### config.mk
export PLATFORM = sky130hd
export DESIGN_NAME = ex_ctrl
export DESIGN_NICKNAME = d
export VERILOG_FILES = /design/src/rtl/ex_ctrl_pkg.sv /design/src/rtl/ex_ctrl_hzd_detect.sv /design/src/rtl/ex_ctrl.sv
export SDC_FILE = /design/constraint.sdc
export NUM_CORES = 1
export LEC_CHECK = 0
export BUFFER_PORTS_ARGS = -buffer_cell sky130_fd_sc_hd__buf_2
export CAP_MARGIN = 20
export CORE_MARGIN = 2
export CORE_UTILIZATION = 50
export DETAILED_ROUTE_END_ITERATION = 8
export PLACE_DENSITY = 0.8
export SYNTH_ARGS = -nofsm -noshare
export SYNTH_HDL_FRONTEND = slang
export SYNTH_HIERARCHICAL = 1
export SYNTH_SLANG_ARGS = --single-unit
### constraint.sdc
create_clock -name clk -period 3.86 [get_ports clk]
set_clock_uncertainty 0.15 [all_clocks]
set_input_delay 0.193 -clock clk [delete_from_list [all_inputs] [get_ports clk]]
set_output_delay 0.193 -clock clk [all_outputs]
set_load 0.005 [all_outputs]
### src/rtl/ex_ctrl_pkg.sv
// Shared types for the execute-stage sequencing controller.
package ex_ctrl_pkg;

  typedef enum logic {
    RUN     = 1'b0,
    MC_WAIT = 1'b1
  } ex_ctrl_state_t;

  // Pipeline-register controls driven by ex_ctrl.
  typedef struct packed {
    logic if_stall;
    logic id_stall;
    logic ex_stall;
    logic if_flush;
    logic id_flush;
    logic mem_bubble;
  } ex_ctrl_out_t;

  localparam ex_ctrl_out_t CTL_IDLE = '0;

  // Freeze PC, IF/ID and ID/EX; keep EX/MEM fed with bubbles.
  function automatic ex_ctrl_out_t ctl_mc_hold();
    ex_ctrl_out_t c;
    c            = CTL_IDLE;
    c.if_stall   = 1'b1;
    c.id_stall   = 1'b1;
    c.ex_stall   = 1'b1;
    c.mem_bubble = 1'b1;
    return c;
  endfunction

  // Kill the two younger instructions in IF/ID and ID/EX.
  function automatic ex_ctrl_out_t ctl_branch();
    ex_ctrl_out_t c;
    c          = CTL_IDLE;
    c.if_flush = 1'b1;
    c.id_flush = 1'b1;
    return c;
  endfunction

  // Hold IF/ID for one cycle and send a bubble into EX.
  function automatic ex_ctrl_out_t ctl_load_use();
    ex_ctrl_out_t c;
    c          = CTL_IDLE;
    c.if_stall = 1'b1;
    c.id_stall = 1'b1;
    c.id_flush = 1'b1;
    return c;
  endfunction

endpackage

### src/rtl/ex_ctrl_hzd_detect.sv
// Load-use comparator: flags an ID-stage read of a register that the load
// currently in EX has not yet produced. Purely combinational.
module hzd_detect #(
  parameter int REG_ADDR_W = 5
) (
  input  logic [REG_ADDR_W-1:0] rs1,
  input  logic [REG_ADDR_W-1:0] rs2,
  input  logic                  rs1_used,
  input  logic                  rs2_used,
  input  logic [REG_ADDR_W-1:0] rd,
  input  logic                  rf_en,
  input  logic                  is_load,
  output logic                  lu_hazard
);

  logic rs1_hit;
  logic rs2_hit;

  assign rs1_hit   = rs1_used && (rs1 == rd);
  assign rs2_hit   = rs2_used && (rs2 == rd);
  // x0 is hardwired, so a load targeting it never creates a dependency.
  assign lu_hazard = is_load && rf_en && (rd != '0) && (rs1_hit || rs2_hit);

endmodule

### src/rtl/ex_ctrl.sv
// Execute-stage sequencing controller: stall/flush/bubble generation for
// load-use hazards, taken branches and multi-cycle EX operations.
// Multi-cycle support is built only when EX_CTRL_MC_EN is defined.
//
// Multi-cycle handshake: mc_start is a one-cycle request issued in the first
// cycle the op sits in EX. The unit answers with a one-cycle mc_done pulse;
// there is no backpressure in either direction. If no mc_done arrives by the
// last allowed wait cycle, mc_abort pulses once, telling the unit to drop the
// op, and the pipeline is released as though the op had completed.
module ex_ctrl
  import ex_ctrl_pkg::*;
#(
  parameter int REG_ADDR_W    = 5,
  parameter int MC_MAX_CYCLES = 64,
  parameter int CNT_W         = 32
) (
  input  logic                  clk,
  input  logic                  rst_n,
  input  logic [REG_ADDR_W-1:0] id_rs1,
  input  logic [REG_ADDR_W-1:0] id_rs2,
  input  logic                  id_rs1_used,
  input  logic                  id_rs2_used,
  input  logic [REG_ADDR_W-1:0] ex_rd,
  input  logic                  ex_rf_en,
  input  logic                  ex_is_load,
  input  logic                  ex_br_taken,
  input  logic                  ex_mc_op,
  input  logic                  mc_done,
  output logic                  mc_start,
  output logic                  mc_abort,
  output logic                  if_stall,
  output logic                  id_stall,
  output logic                  ex_stall,
  output logic                  if_flush,
  output logic                  id_flush,
  output logic                  mem_bubble,
  output logic [CNT_W-1:0]      stall_cnt
);

  logic             lu_hazard;
  ex_ctrl_out_t     ctl;
  ex_ctrl_out_t     ctl_g;
  logic             mc_start_c;
  logic             mc_abort_c;
  logic [CNT_W-1:0] stall_cnt_q;

  hzd_detect #(
    .REG_ADDR_W(REG_ADDR_W)
  ) u_hzd_detect (
    .rs1      (id_rs1),
    .rs2      (id_rs2),
    .rs1_used (id_rs1_used),
    .rs2_used (id_rs2_used),
    .rd       (ex_rd),
    .rf_en    (ex_rf_en),
    .is_load  (ex_is_load),
    .lu_hazard(lu_hazard)
  );

`ifdef EX_CTRL_MC_EN
  localparam int WAIT_W = $clog2(MC_MAX_CYCLES);

  ex_ctrl_state_t    state_q;
  ex_ctrl_state_t    state_d;
  logic [WAIT_W-1:0] wait_cnt_q;
  logic              timeout;

  assign timeout = (wait_cnt_q == WAIT_W'(MC_MAX_CYCLES - 1));

  // State register and wait counter; the counter idles at 0 in RUN so it
  // enters MC_WAIT cleared, and counts every MC_WAIT cycle.
  always_ff @(posedge clk) begin
    if (!rst_n) begin
      state_q    <= RUN;
      wait_cnt_q <= '0;
    end else begin
      state_q <= state_d;
      if (state_q == RUN) begin
        wait_cnt_q <= '0;
      end else begin
        wait_cnt_q <= wait_cnt_q + 1'b1;
      end
    end
  end

  // Next state and Mealy controls; RUN priority is mc op, branch, load-use.
  always_comb begin
    state_d    = state_q;
    ctl        = CTL_IDLE;
    mc_start_c = 1'b0;
    mc_abort_c = 1'b0;
    case (state_q)
      RUN: begin
        if (ex_mc_op) begin
          ctl        = ctl_mc_hold();
          mc_start_c = 1'b1;
          state_d    = MC_WAIT;
        end else if (ex_br_taken) begin
          ctl = ctl_branch();
        end else if (lu_hazard) begin
          ctl = ctl_load_use();
        end
      end
      MC_WAIT: begin
        // Done wins over a coincident timeout; both release the pipeline
        // in this cycle so EX/MEM captures whatever EX presents.
        if (mc_done) begin
          state_d = RUN;
        end else if (timeout) begin
          mc_abort_c = 1'b1;
          state_d    = RUN;
        end else begin
          ctl = ctl_mc_hold();
        end
      end
      default: begin
        state_d = RUN;
      end
    endcase
  end
`else
  logic mc_unused;

  assign mc_unused  = ex_mc_op ^ mc_done ^ (MC_MAX_CYCLES < 2);
  assign mc_start_c = 1'b0;
  assign mc_abort_c = 1'b0;

  // Permanently in RUN: only branch flushes and load-use stalls exist.
  always_comb begin
    ctl = CTL_IDLE;
    if (ex_br_taken) begin
      ctl = ctl_branch();
    end else if (lu_hazard) begin
      ctl = ctl_load_use();
    end
  end
`endif

  // All controls read as 0 while reset is held.
  assign ctl_g      = rst_n ? ctl : CTL_IDLE;
  assign if_stall   = ctl_g.if_stall;
  assign id_stall   = ctl_g.id_stall;
  assign ex_stall   = ctl_g.ex_stall;
  assign if_flush   = ctl_g.if_flush;
  assign id_flush   = ctl_g.id_flush;
  assign mem_bubble = ctl_g.mem_bubble;
  assign mc_start   = rst_n && mc_start_c;
  assign mc_abort   = rst_n && mc_abort_c;
  assign stall_cnt  = rst_n ? stall_cnt_q : '0;

  // Saturating count of front-end stall cycles; only reset clears it.
  always_ff @(posedge clk) begin
    if (!rst_n) begin
      stall_cnt_q <= '0;
    end else if (ctl_g.if_stall && (stall_cnt_q != '1)) begin
      stall_cnt_q <= stall_cnt_q + 1'b1;
    end
  end

endmodule

After elaboration in Yosys (flattened, before gate mapping):

Index checks and enable logic that the tools add are counted.
Widths: inputs -> output; s select.

* register bits: 32
* bits of input ports: 24
* logic and storage cells: 17

* add/subtract/negate cells: 1
* equality and inequality tests: 3
* muxes and demuxes: 4
* reductions and logical operators: 8

Operator list (count)
* $add 32x1->32 const B: 1
* $mux 32: 1
* $ne 32x32->1 const B: 1
* $mux 6: 3
* $eq 5x5->1: 2
* $logic_and 1x1->1: 6
* $reduce_bool 5->1: 1
* $logic_or 1x1->1: 1

Longest topological paths before layout:

* depth in word-level cells: 8
* depth in mapped cells: 10
* mapped depth without buffers: 10

By module:

The synthesis kept the hierarchy.

Modules (own cells, without submodules)
* ex_ctrl: instances 1, cells each 241, area each 1959.4 um2, seq. area each 640.6 um2
* hzd_detect: instances 1, cells each 17, area each 135.1 um2, seq. area each 0.0 um2

Worst setup path before layout:

OpenSTA, ideal clock, no wires.

* path type: in2reg
* from: input id_rs1[0]
* to: register stall_cnt_q[19]
* library setup time: 123 ps
* arrival time: 1960 ps
* path slack: 1627 ps
* cell stages on the path: 10
* path buffers: 1
* path through: xor2_1 -> nor4_1 -> nand3_1 -> a21oi_1 -> nand3b_2 -> nor2_1 -> and3_1 -> buf_4 -> nand4_1 -> mux2_1

* longest elaborated chain between the ends: 8

RTL lines
* start, declared: line ex_ctrl.sv:19 `input logic [REG_ADDR_W-1:0] id_rs1,`
* $eq 5x5->1: line ex_ctrl_hzd_detect.sv:19 `assign rs1_hit = rs1_used && (rs1 == rd);`
* $logic_and 1x1->1: line ex_ctrl_hzd_detect.sv:19
* $logic_or 1x1->1: line ex_ctrl_hzd_detect.sv:22 `assign lu_hazard = is_load && rf_en && (rd != '0) && (rs1_hit || rs2_hit);`
* $logic_and 1x1->1: line ex_ctrl_hzd_detect.sv:22
* net lu_hazard: line ex_ctrl.sv:40 `logic lu_hazard;`
* $mux 6: line ex_ctrl.sv:133 `end else if (lu_hazard) begin`
* $mux 6: line ex_ctrl.sv:131 `if (ex_br_taken) begin`
* $mux 6: line ex_ctrl.sv:140 `assign ctl_g = rst_n ? ctl : CTL_IDLE;`
* $logic_and 1x1->1: line ex_ctrl.sv:155 `end else if (ctl_g.if_stall && (stall_cnt_q != '1)) begin`
* end signal, assigned: line ex_ctrl.sv:156 `stall_cnt_q <= stall_cnt_q + 1'b1;`
* end, declared: line ex_ctrl.sv:45 `logic [CNT_W-1:0] stall_cnt_q;`

The timed path passes the listed nets, and every way through them passes these cells.
A chain may end at the register's enable or synchronous reset.

Final worst setup path:

* from: input ex_rd[1]
* to: register stall_cnt_q[27]

* longest elaborated chain between the ends: 8
* elaborated cells on any way between the ends: 12

RTL lines
* start, declared: line ex_ctrl.sv:23 `input logic [REG_ADDR_W-1:0] ex_rd,`
* $eq 5x5->1 (on tied branches): line ex_ctrl_hzd_detect.sv:19, ex_ctrl_hzd_detect.sv:20
* $logic_and 1x1->1 (on tied branches): line ex_ctrl_hzd_detect.sv:19, ex_ctrl_hzd_detect.sv:20
* $logic_or 1x1->1: line ex_ctrl_hzd_detect.sv:22
* $logic_and 1x1->1 *: line ex_ctrl_hzd_detect.sv:22
* net lu_hazard: line ex_ctrl.sv:40
* $mux 6 *: line ex_ctrl.sv:133
* $mux 6 *: line ex_ctrl.sv:131
* $mux 6 *: line ex_ctrl.sv:140
* $logic_and 1x1->1 *: line ex_ctrl.sv:155

The timed path passes the listed nets; every way through them passes the cells marked *.

==> results.toml <==
[global_routing]
grtUsageTotal = 0.219
grt_remaining_overflow = 0
largest_net_degree_at_the_start_of_global_routing = 36
first_global_vias = 1771
grt_antenna_before_repair = 0
grt_pass1_wl_um = 7840

[route]
top_layer_used = "met4"
detail_route.wirelength.met1_um = 2160
finalWirelength_um = 4820
drt_iter0_markers = 126
drc_errors = 0
drt_pre_antenna_iters = 5
met2_wirelength_um = 2390
wl_met3_um = 223
detail_route.vias_per_cell = 5.60
antenna_left = 0
via_count = 2020
wire_per_inst_um = 13.4

[finish]
fin_nets = 338
final_util = 0.610
final_layout_size_suffix_gt1_frac = 0.244
synthToLayoutAreaGrowth_pct = 17.3
max_flop_register = "stall_cnt_q"
top_regs = "stall_cnt_q (32)"
flip_flop_count_of_the_largest_register_after_layout = 32
ff_latch_area_um2 = 641
fill_cells = 368
final-instance-count-excl-fill = 361
antenna-diode-count = 0
multiInputGateArea_um2 = 1350

[place]
place.gp.congestion = 0.812
placed_cells_incl_taps = 356
dp_hpwl_um = 3530
numPortBuffers = 57

[worst_setup_path]
regToRegEndpoint = "stall_cnt_q[11]$_SDFFE_PN0P_"
startpoint_type = "input pin"
cp_class = "in2reg"
r2r-start = "stall_cnt_q[0]$_SDFFE_PN0P_"
cp_data_required_time_ps = 3870
setup.worst_path.end_class = "register"
worstPathArrival_ps = 2530
critPathLaunch = "ex_rd[1]"
worstRegToRegCells = 6
cp_max_fo = 10
timing.reg2reg.setup_slack_ps = 1560

[power]
power_per_cell_area_nw_per_um2 = 244
power.static_leakage_nw = 1.21
largest_vdd_supply_drop_v = 0.000196

[job]
cap_viol_max_count = 0

[sta]
grt_setup_unrepaired = "false"
timing.final.setup_violations = 0
period_minus_slack_ps = 2520
clock.fmax_mhz = 397
tightest_slew_ps = 526
fin_crit_sh = 0.653
max_slew_margin = 0.650
timing.final.hold_violations = 0
final-max-slew-violation-count = 0
finalSetupTns_ps = 0

[clocking]
total_clock_buffers_created_by_cts = 5
root_buffer = "clkbuf_8"
clock_sinks = 32
cts_hold_buf = 0
cts_tree = "done"
path_clk_slew_ps = 70
post_cts.resized_instances = 0
worstSkewPairLatency_ps = 280
post-cts-setup-buffer-count = 0
cts-htree-levels = 2
cts_max_path_buffers = 2

[yosys]
syn-cell-area_um2 = 2090
synth_top_flop_cell = "dfxtp_1"
count_of_flip_flops_with_a_built_in_enable_after_synthesis = 0
synth.yosys.seq_area_share = 0.306
postSynthCellCount = 258
yosys_warnings = 6
yosys_register_bits = 32
synthArstFlopShare = 0
synthesis.area_per_instance_um2 = 8.12
yosys.cell_types.count = 43

[floorplanning]
dieArea_um2 = 4720
die_w_um = 68.7
top_level_ports = 64
die_h_um = 68.7
std_cell_rows = 23
core_area_um2 = 4030
initial_utilization = 0.520

[hold_path]
timing.hold.worst_path_depth = 4
hold_path.class = "in2reg"
holdPathEnd = "stall_cnt_q[2]$_SDFFE_PN0P_"
hold_start = "ex_br_taken"

[outcome]
status = "finished clean"
==> metal layers <==
| metal | global-route usage | vias to the layer above |
|---|---|---|
| met1 | 0.279 | 927 |
| met5 | 0 | - |
| li1 | - | 1018 |
| met2 | 0.359 | 67 |
| met4 | 0.0686 | 0 |
| met3 | 0.0617 | 8 |
==> power breakdown <==
part | switching (mW) | total [mW] | internal (mW)
logic | 0.0224 | 0.0394 | 0.0169
clock network | 0.114 | 0.230 | 0.116
registers | 0.0000875 | 0.330 | 0.330
total | 0.137 | 0.600 | 0.463
==> layout by cell type (no fill, tap or decap), drive strengths merged, types with 9 or more instances in the layout <==
cell type and count:
dfxtp 32, nand4 17, mux2 12, nand2 19
inv 10, nor2 28, a21oi 9, nand3 23
xor2 11, and2 26, buf 58
==> synthesized netlist by cell type (2+ instances only) <==
cell type  count  area, µm²
nand4_1       13       81.3
xnor2_1        2       17.5
and4_1         5       43.8
nor2_1        27        101
a21bo_1        2       20.0
or3_1          6       37.5
nor3_1         5       25.0
mux2_1        12        135
nand4_2        4       50.1
nand3_1       22        110
buf_4          6       45.0
or4_1          2       15.0
a21oi_1        9       45.0
clkbuf_1       6       22.5
nand2_1       19       71.3
and3_1         5       31.3
o21ai_0        3       15.0
inv_1          9       33.8
o21ai_1        2       10.0
dfxtp_1       32        641
nor3_4         2       32.5
nor4_1         2       12.5
and2_1        26        163
mux2i_1        7       70.1
xor2_1        11       96.3
o211ai_1       2       15.0
==> cells by family (layout without fill, tap and decap cells) <==
family,Yosys count,after routing,synth area share
AO/OA/AOI/OAI,23,23,0.0711
flip-flops,32,32,0.306
multiplexers,19,19,0.0980
other,1,4,0.00179
adder cells (fa/ha/maj),1,1,0.00597
buffers and inverters,24,74,0.0544
XOR/XNOR,13,13,0.0544
AND/OR/NAND/NOR,145,145,0.409
==> metrics by stage <==
step                total power [mW]  hold WS, ps  area [µm²]  worst slack (ps)
finish                         0.600          260        2460              1340
global route                   0.623          312        2460              1070
CTS                            0.604          258        2460              1350
detailed placement             0.377          340        2390              1060
global placement               0.376          324        2390              1090
floorplan                      0.360          307        2110              1630
==> worst max-delay path by stage <==
| stage | end | slack [ps] | depth (start not counted) |
|---|---|---|---|
| after detailed placement | stall_cnt_q[19]$_SDFFE_PN0P_ | 1060 | 10 |
| final | stall_cnt_q[27]$_SDFFE_PN0P_ | 1340 | 10 |
| after global routing | stall_cnt_q[19]$_SDFFE_PN0P_ | 1070 | 10 |
| after global placement | stall_cnt_q[19]$_SDFFE_PN0P_ | 1090 | 10 |
| after floorplan | stall_cnt_q[19]$_SDFFE_PN0P_ | 1630 | 10 |
| after CTS | stall_cnt_q[19]$_SDFFE_PN0P_ | 1350 | 10 |
==> area by class of cell <==
cell class	count	share of cell area
clock buffer	5	0.0280
inverter	11	0.0168
multi-input combinational	205	0.550
sequential	32	0.261
tap	50	0.0255
timing repair buffer	58	0.119
==> worst max-delay path, stage by stage <==
cell and delay, ps:
buf_2 120, xor2_1 150, nor4_1 330, nand3_1 130, a21oi_1 210, nand3b_2 210, nor2_1 260, and3_1 440
nand3_1 160, mux2_1 340
No activity file was read; power rests on OpenSTA's default activity.
